File: src/rtl/seq_frame_ctrl_pkg.sv
// Shared definitions for the bit-serial frame controller: FSM state
// encoding, default pattern settings and a width helper for index counters.
package seq_pkg;

  typedef enum logic [1:0] {
    IDLE   = 2'd0,
    SHIFT  = 2'd1,
    RESULT = 2'd2
  } state_t;

  localparam int         DEF_DATA_W  = 8;
  localparam int         DEF_CNT_W   = 8;
  localparam int         DEF_PAT_LEN = 4;
  localparam logic [3:0] DEF_PAT     = 4'b1101;

  // Bits needed to hold values 0..n-1, never less than one bit.
  function automatic int idx_w(input int n);
    return (n <= 1) ? 1 : $clog2(n);
  endfunction

endpackage

File: src/rtl/seq_frame_ctrl_match_core.sv
// Overlapping serial pattern detector: history shift register, fill counter
// and comparator. The match output reflects the state after the bit being
// presented this cycle has been absorbed.
module seq_match_core
  import seq_pkg::*;
#(
  parameter int                 PAT_LEN = DEF_PAT_LEN,
  parameter logic [PAT_LEN-1:0] PAT     = PAT_LEN'(DEF_PAT)
) (
  input  logic clk,
  input  logic rst,
  input  logic clr,
  input  logic bit_en,
  input  logic bit_in,
  output logic match
);

  localparam int FILL_W = idx_w(PAT_LEN + 1);

  logic [PAT_LEN-1:0] hist_q, hist_d;
  logic [FILL_W-1:0]  fill_q, fill_d;

  // Next history/fill: new bit enters at the LSB, fill saturates at PAT_LEN.
  assign hist_d = (hist_q << 1) | PAT_LEN'(bit_in);
  assign fill_d = (fill_q == FILL_W'(PAT_LEN)) ? fill_q : fill_q + FILL_W'(1);

  // The fill guard keeps a zero-initialised history from matching PAT=0...0.
  assign match = bit_en && (fill_d == FILL_W'(PAT_LEN)) && (hist_d == PAT);

  // History and fill registers; clr wipes them between frames.
  always_ff @(posedge clk or posedge rst) begin
    // NOTE: registers use non-blocking assignments so every flop samples
    // pre-edge values regardless of statement order.
    if (rst) begin
      hist_q <= '0;
      fill_q <= '0;
    end else if (clr) begin
      hist_q <= '0;
      fill_q <= '0;
    end else if (bit_en) begin
      hist_q <= hist_d;
      fill_q <= fill_d;
    end
  end

endmodule

File: src/rtl/seq_frame_ctrl.sv
// Frame controller: accepts words over valid/ready, serialises them MSB
// first into the match core, counts matches across a frame and hands the
// count back over a result handshake.
module seq_frame_ctrl
  import seq_pkg::*;
#(
  parameter int                 DATA_W  = DEF_DATA_W,
  parameter int                 CNT_W   = DEF_CNT_W,
  parameter int                 PAT_LEN = DEF_PAT_LEN,
  parameter logic [PAT_LEN-1:0] PAT     = PAT_LEN'(DEF_PAT)
) (
  input  logic              clk,
  input  logic              rst,
  input  logic              clear,
  input  logic              in_valid,
  input  logic [DATA_W-1:0] in_data,
  input  logic              in_last,
  output logic              in_ready,
  output logic              res_valid,
  output logic [CNT_W-1:0]  res_count,
  output logic              res_sat,
  input  logic              res_ready,
  output logic              busy
);

  if ((PAT_LEN < 1) || (PAT_LEN > DATA_W)) begin : g_bad_pat_len
    $error("seq_frame_ctrl: PAT_LEN must be in 1..DATA_W");
  end

  localparam int               IDX_W   = idx_w(DATA_W);
  localparam logic [CNT_W-1:0] CNT_MAX = '1;

  state_t             state_q, state_d;
  logic [DATA_W-1:0]  shreg_q, shreg_d;
  logic               last_q, last_d;
  logic [IDX_W-1:0]   bit_idx_q, bit_idx_d;
  logic [CNT_W-1:0]   cnt_q, cnt_d;
  logic               sat_q, sat_d;

  logic shift_en;
  logic core_clr;
  logic match;
  logic end_of_word;

  // Clear wins over everything, so it also suppresses the bit going in.
  assign shift_en    = (state_q == SHIFT) && !clear;
  assign core_clr    = clear || ((state_q == RESULT) && res_ready);
  assign end_of_word = (bit_idx_q == IDX_W'(DATA_W - 1));

  seq_match_core #(
    .PAT_LEN (PAT_LEN),
    .PAT     (PAT)
  ) u_core (
    .clk    (clk),
    .rst    (rst),
    .clr    (core_clr),
    .bit_en (shift_en),
    .bit_in (shreg_q[DATA_W-1]),
    .match  (match)
  );

  // FSM, word shifter and saturating match counter next-state logic.
  always_comb begin
    // NOTE: every variable gets a default first so no path leaves one
    // unassigned, which would otherwise infer a latch.
    state_d   = state_q;
    shreg_d   = shreg_q;
    last_d    = last_q;
    bit_idx_d = bit_idx_q;
    cnt_d     = cnt_q;
    sat_d     = sat_q;

    if (clear) begin
      state_d   = IDLE;
      shreg_d   = '0;
      last_d    = 1'b0;
      bit_idx_d = '0;
      cnt_d     = '0;
      sat_d     = 1'b0;
    end else begin
      unique case (state_q)
        IDLE: begin
          if (in_valid) begin
            shreg_d   = in_data;
            last_d    = in_last;
            bit_idx_d = '0;
            state_d   = SHIFT;
          end
        end
        SHIFT: begin
          shreg_d   = shreg_q << 1;
          bit_idx_d = bit_idx_q + IDX_W'(1);
          if (match) begin
            if (cnt_q == CNT_MAX) sat_d = 1'b1;
            else                  cnt_d = cnt_q + CNT_W'(1);
          end
          if (end_of_word) begin
            bit_idx_d = '0;
            state_d   = last_q ? RESULT : IDLE;
          end
        end
        RESULT: begin
          if (res_ready) begin
            state_d = IDLE;
            cnt_d   = '0;
            sat_d   = 1'b0;
          end
        end
        default: state_d = IDLE;
      endcase
    end
  end

  // State registers with asynchronous reset.
  always_ff @(posedge clk or posedge rst) begin
    if (rst) begin
      state_q   <= IDLE;
      shreg_q   <= '0;
      last_q    <= 1'b0;
      bit_idx_q <= '0;
      cnt_q     <= '0;
      sat_q     <= 1'b0;
    end else begin
      state_q   <= state_d;
      shreg_q   <= shreg_d;
      last_q    <= last_d;
      bit_idx_q <= bit_idx_d;
      cnt_q     <= cnt_d;
      sat_q     <= sat_d;
    end
  end

  assign in_ready  = (state_q == IDLE);
  assign res_valid = (state_q == RESULT);
  assign busy      = (state_q != IDLE);
  assign res_count = cnt_q;
  assign res_sat   = sat_q;

endmodule

File: config.mk
export PLATFORM = sky130hd
export DESIGN_NAME = seq_frame_ctrl
export DESIGN_NICKNAME = d
export VERILOG_FILES = /design/src/rtl/seq_frame_ctrl_pkg.sv /design/src/rtl/seq_frame_ctrl_match_core.sv /design/src/rtl/seq_frame_ctrl.sv
export SDC_FILE = /design/constraint.sdc
export NUM_CORES = 1
export LEC_CHECK = 0
export BUFFER_PORTS_ARGS = -buffer_cell sky130_fd_sc_hd__buf_2
export CORE_MARGIN = 8
export CORE_UTILIZATION = 59
export DETAILED_ROUTE_END_ITERATION = 12
export PLACE_DENSITY = 0.83
export SYNTH_ARGS = -nofsm -noshare
export SYNTH_HDL_FRONTEND = slang
export SYNTH_SLANG_ARGS = --single-unit
File: constraint.sdc
create_clock -name clk -period 6 [get_ports clk]
set_input_delay 0.9 -clock clk [delete_from_list [all_inputs] [get_ports clk]]
set_output_delay 0.9 -clock clk [all_outputs]
set_load 0.02 [all_outputs]
==> flow_summary.json, run 1 <==
{
  "diodes": 0,
  "ctsHoldBuffers": 0,
  "p_total_uw": 386.1,
  "die_h_um": 66.78,
  "synthesis.area_mm2": 0.001521,
  "via_per_inst": 5.762,
  "tightestPinTransition_ns": 1.122,
  "fin_nets": 198,
  "irDropWorstVdd_v": 0.0002034,
  "gr-total-overflow": 0,
  "rows": 18,
  "drtIter0Drc": 81,
  "critPathSlowestCell": "dfrtp_1",
  "min_period_ns": 2.339,
  "start_kind": "flop",
  "postCtsSetupBuffers": 0,
  "worstPathArrival_ns": 1.44,
  "coreArea_mm2": 0.002455,
  "synth_seq_cells": 29,
  "drc": 0,
  "leakagePower_nw": 0.8279,
  "p_per_area_mw_per_mm2": 226.7,
  "grt_max_degree": 30,
  "grt_usage": 0.1653,
  "numCtsBuffers": 5,
  "slew_violations": 0,
  "die_x_um": 66.78,
  "synthCells": 155,
  "period_share": 0.3898,
  "clkLatencyLatePin_ns": 0.33,
  "mostFrequentLayoutCells": "29 x dfrtp_1, 25 x buf_2, 24 x nand2_1",
  "cts_resized": 0,
  "cts.path.max_buffers": 2,
  "root_buffer": "clkbuf_4",
  "path_cells": "nor2b_1 -> buf_2",
  "timing_worst_setup_path_type": "reg2out",
  "drtAntennaViolNets": 0,
  "port_buffers": 25,
  "yosysSeqAreaShare": 0.4770,
  "grt_pass1_wl_um": 5671,
  "path_delay_family": "flip-flops",
  "antenna_found_initial": 0,
  "critical_path_required_ns": 5.10,
  "synth_cell_types": 35,
  "relSlewSlack": 0.2491,
  "clk_pin_slew_ns": 0.09,
  "setup_viol": 0,
  "dr.pass1.iters": 4,
  "hpwl_um": 2357,
  "critPathCaptureType": "primary output",
  "final_common_cell": "dfrtp_1",
  "critPathBufInv": 1,
  "ios": 26,
  "start_util": 0.6198,
  "tns_ns": 0,
  "path_max_fanout": 7,
  "slowest_delay_ns": 0.47,
  "grt_pass1_vias": 1276,
  "cts_tree": "done",
  "grt_setup_unrepaired": "no",
  "clock_skew_ns": 0.002954,
  "synth_nets": 174,
  "vias": 1210,
  "wl_um": 3266,
  "gp_congestion": 0.7517,
  "die-area_mm2": 0.004460,
  "wire_per_inst_um": 15.55,
  "status": "completed",
  "syn_avg_cell_area_um2": 9.816,
  "cts_sinks": 29,
  "fmax_mhz": 427.5,
  "hold_viol": 0,
  "ys_warn_count": 0,
  "layout-drive-gt1-share": 0.2056,
  "hp-class": "reg2reg",
  "area_growth_pct": 11.92,
  "cts_max_level": 2,
  "cap_violations": 0,
  "postLayoutCoreUtil": 0.6937
}
Yosys cell counts (all sizes together):
master	instances	share of area
nor2b	2	0.0082
nor3b	2	0.0099
a31oi	1	0.014
and4	1	0.0058
nand2	24	0.059
nor2	9	0.022
a21boi	1	0.0049
xor2	2	0.012
a32oi	1	0.0058
inv	6	0.015
nand2b	2	0.0082
ha	5	0.041
or3	2	0.0082
o31ai	9	0.044
and4b	1	0.0066
nand3	4	0.021
buf	2	0.0066
mux2i	8	0.053
mux2	2	0.015
nand4	2	0.0082
a21oi	14	0.046
and3	3	0.012
nor4bb	1	0.0066
dfrtp	29	0.48
a21o	1	0.0049
or4	2	0.0099
or3b	1	0.0074
o21ai	3	0.0099
clkbuf	6	0.015
o21a	1	0.0049
nand3b	1	0.0049
a22o	3	0.017
nor3	3	0.0099
xnor2	1	0.0058
metal layers:
metal | share of wire | vias up | GRT usage
li1 | - | 597 | -
met1 | 0.43 | 580 | 0.1909
met2 | 0.50 | 26 | 0.2628
met3 | 0.057 | 7 | 0.06711
met4 | 0.015 | 0 | 0.07200
met5 | 0 | - | 0
final cells by class:
cell class	count	area, um2
inverters	6	22.52
well taps	30	37.54
clock inverters	2	10.01
multi-input cells	112	740.7
fillers	198	752.0
repair buffers	25	125.1
flip-flops and latches	29	725.7
clock buffers	6	41.29
kinds of logic (layout without fill, tap and decap cells):
family,Yosys count,after routing,synth area share
buffers and inverters,14,39,0.03618
AO/OA/AOI/OAI,34,34,0.1521
multiplexers,10,10,0.06744
AND/OR/NAND/NOR,60,60,0.2089
adder cells (fa/ha/maj),5,5,0.04112
flip-flops,29,29,0.4770
XOR/XNOR,3,3,0.01727
worst reg2reg max path, cell delays in order (launching register included):
cell and delay, ns:
dfrtp_1 0.47, inv_1 0.07, ha_1 0.24, or3b_4 0.42, a31oi_4 0.25, nand3_4 0.13
or4_1 0.50, a21oi_1 0.18
through the flow:
step,worst slack (ns),hold WS (ns),cell area [um2],instances
global route,3.539,0.5049,1703,210
finish,3.661,0.4918,1703,210
detailed placement,3.423,0.4696,1652,202
CTS,3.641,0.4930,1703,210
global placement,3.506,0.4585,1652,202
floorplan,3.717,0.4478,1521,155
report_power, final:
| group | internal [mW] | switching (mW) |
|---|---|---|
| Sequential | 0.205 | 0.0105 |
| Combinational | 0.0230 | 0.0338 |
| Clock | 0.0445 | 0.0689 |
flip-flops by register name, summed over array words and instances (netlist names):
| register | cells |
|---|---|
| bit_idx_q | 3 |
| u_core.hist_q | 3 |
| shreg_q | 8 |
| res_sat | 1 |
| res_count | 8 |
| u_core.fill_q | 3 |
| state_q | 2 |
| last_q | 1 |
worst paths after layout:
kind	startpoint	slack [ns]	depth (start not counted)	endpoint
max	state_q[1]	3.66	2	res_valid
min	shreg_q[4]	0.49	2	shreg_q[4]
max reg2reg	u_core.fill_q[0]	3.66	7	res_count[7]
max in group asynchronous	rst	4.53	2	state_q[1]
min reg2reg	shreg_q[4]	0.49	2	shreg_q[4]
min in group asynchronous	rst	0.82	2	shreg_q[4]
Power figures use the tool's default switching activity.
==> inputs of run 2 (changes only) <==
--- a/config.mk
+++ b/config.mk
@@ -5,11 +5,12 @@
 export SDC_FILE = /design/constraint.sdc
 export NUM_CORES = 1
 export LEC_CHECK = 0
+export ABC_AREA = 1
 export BUFFER_PORTS_ARGS = -buffer_cell sky130_fd_sc_hd__buf_2
 export CORE_MARGIN = 8
-export CORE_UTILIZATION = 59
+export CORE_UTILIZATION = 56
 export DETAILED_ROUTE_END_ITERATION = 12
-export PLACE_DENSITY = 0.83
+export PLACE_DENSITY = 0.79
 export SYNTH_ARGS = -nofsm -noshare
 export SYNTH_HDL_FRONTEND = slang
 export SYNTH_SLANG_ARGS = --single-unit
==> constraint.sdc (replaced) <==
create_clock -name clk -period 2.3 [get_ports clk]
set_input_delay 0.345 -clock clk [delete_from_list [all_inputs] [get_ports clk]]
set_output_delay 0.345 -clock clk [all_outputs]
set_load 0.02 [all_outputs]
==> flow_summary.json, run 2 <==
{
  "status": "completed",
  "port_buffers": 25,
  "synth_cell_types": 22,
  "final_common_cell": "nand2_1",
  "clock_skew_ns": 0.003400,
  "tns_ns": 0,
  "yosysTopAreaCell": "dfrtp_1",
  "ys_top_cells_by_count": "72 x nand2_1, 32 x inv_1, 29 x dfrtp_1",
  "cts_resized": 0,
  "area_growth_pct": 12.46,
  "synth_edf_count": 0,
  "hold_viol": 0,
  "async_flop_share": 1.000,
  "layout-drive-gt1-share": 0.1749,
  "path_max_fanout": 8,
  "yosysMostFrequentCell": "nand2_1",
  "synth_nets": 250,
  "hp-class": "in2async",
  "ios": 26,
  "dr.pass1.iters": 4,
  "crit_path_end": "res_count[6]",
  "nFillCells": 240,
  "timing_worst_setup_path_type": "reg2reg",
  "ctsHoldBuffers": 0,
  "gp_congestion": 0.8023,
  "fmax_mhz": 588.9,
  "min_period_ns": 1.698,
  "holdWs_ns": 0.06565,
  "gr-total-overflow": 0,
  "worstSetupStartpoint": "u_core.fill_q[0]",
  "via_per_inst": 5.153,
  "diodes": 0,
  "irDropWorstVdd_v": 0.0006793,
  "synth_top_flop_cell": "dfrtp_1",
  "synthCells": 231,
  "cts_sinks": 29,
  "mostFrequentLayoutCells": "72 x nand2_1, 32 x inv_1, 29 x dfrtp_1",
  "reg2reg_setup_slack_ns": 0.60,
  "worstPathArrival_ns": 1.92,
  "cap_violations": 0,
  "cts_tree": "done",
  "r2r-end": "res_count[6]",
  "numCtsBuffers": 5,
  "grt_pass1_vias": 1378,
  "critical_path_required_ns": 2.52,
  "syn_avg_cell_area_um2": 7.215,
  "die-area_mm2": 0.004978,
  "tightestPinTransition_ns": 0.3581,
  "cts.path.max_buffers": 2,
  "coreArea_mm2": 0.002781,
  "start_kind": "flop",
  "period_share": 0.7383,
  "cts_max_level": 2,
  "wire_per_inst_um": 11.77,
  "wl_um": 3460,
  "grt_setup_unrepaired": "no",
  "relSlewSlack": 0.7613,
  "fin_nets": 281,
  "critPathCaptureType": "flop",
  "postCtsSetupBuffers": 0,
  "clkLatencyLatePin_ns": 0.33,
  "postLayoutCoreUtil": 0.6739,
  "die_h_um": 70.56,
  "reg2regPathDepth": 10,
  "start_util": 0.5992,
  "hpwl_um": 2623,
  "r2r-start": "u_core.fill_q[0]",
  "grt_max_degree": 30,
  "root_buffer": "clkbuf_4",
  "grt_pass1_wl_um": 5934,
  "synth_seq_cells": 29,
  "drtAntennaViolNets": 0,
  "leakagePower_nw": 1.011,
  "synthesis.area_mm2": 0.001667,
  "p_per_area_mw_per_mm2": 843.9,
  "drc": 0,
  "ys_warn_count": 0,
  "vias": 1515,
  "drtIter0Drc": 67,
  "antenna_found_initial": 0,
  "clk_pin_slew_ns": 0.09,
  "grt_usage": 0.1443,
  "die_x_um": 70.56,
  "rows": 19,
  "yosysSeqAreaShare": 0.4354,
  "slew_violations": 0,
  "synth_top_area_share": 0.4354,
  "setup_viol": 0,
  "synth_area_leaders": "dfrtp_1 44%, nand2_1 16%, inv_1 7.2%, nand3_1 6.6%, nor2_1 5.2%"
}
## run 2: changes by cell type after synthesis, moves of 9 or more
| cell | previous run | this run |
|---|---|---|
| nand2_1 | 24 | 72 |
| nand3_1 | 3 | 22 |
| a21oi_1 | 14 | 2 |
| inv_1 | 6 | 32 |
| o31ai_1 | 9 | 0 |
| o21ai_0 | 3 | 14 |
| nor2_1 | 9 | 23 |
## run 2: power breakdown
part / total, mW / switching (mW) / internal (mW)
registers: 0.689 / 0.0746 / 0.615
logic: 0.597 / 0.402 / 0.195
clock network: 0.296 / 0.180 / 0.116
total: 1.58 / 0.656 / 0.926
## run 2: through the flow
| step | total power [mW] | cell area, um2 | cells | setup WS (ns) |
|---|---|---|---|---|
| after floorplan | 1.140 | 1667 | 231 | 0.8037 |
| after global placement | 1.284 | 1823 | 286 | 0.7045 |
| after detailed placement | 1.298 | 1823 | 286 | 0.6156 |
| after CTS | 1.593 | 1874 | 294 | 0.5968 |
| after global routing | 1.710 | 1874 | 294 | 0.4297 |
| final | 1.582 | 1874 | 294 | 0.6019 |
## run 2: cells by family (layout without fill, tap and decap cells)
group,count (synthesis),in the layout,synth area share
compound gates,33,33,0.1149
fa+ha+maj,5,5,0.03754
buf+inv,38,70,0.09009
flops,29,29,0.4354
simple gates,126,126,0.3221
## run 2: final cells by class
class	count	area, um2	area share
inverter	36	135.1	0.07210
sequential	29	725.7	0.3872
timing repair buffer	26	132.6	0.07076
clock inverter	2	10.01	0.005340
clock buffer	6	41.29	0.02203
multi-input combinational	164	790.8	0.4219
tap	31	38.79	0.02069
## run 2: how the worst min path moves through the flow
stage	start	to
3_5_place_dp	rst	shreg_q[2]
3_3_place_gp	rst	shreg_q[2]
2_1_floorplan	rst	bit_idx_q[0]
5_1_grt	rst	res_count[1]
6_report	rst	bit_idx_q[2]
4_1_cts	rst	res_count[1]
## run 2: per-layer routing
metal	wire, um	up-vias	track usage
li1	-	797	-
met1	1639	679	0.1724
met2	1590	31	0.2304
met3	157	8	0.04045
met4	73	0	0.07877
met5	0	-	0
## run 2: worst max-delay path, cell delays in order (launching register included)
cell and delay (ns):
dfrtp_1 0.39, inv_1 0.07, ha_1 0.31, inv_1 0.06
nand3_1 0.05, nor2_1 0.09, nand3_1 0.10, nand2_1 0.26
nand2_4 0.13, nand2_1 0.08, nand2_1 0.06
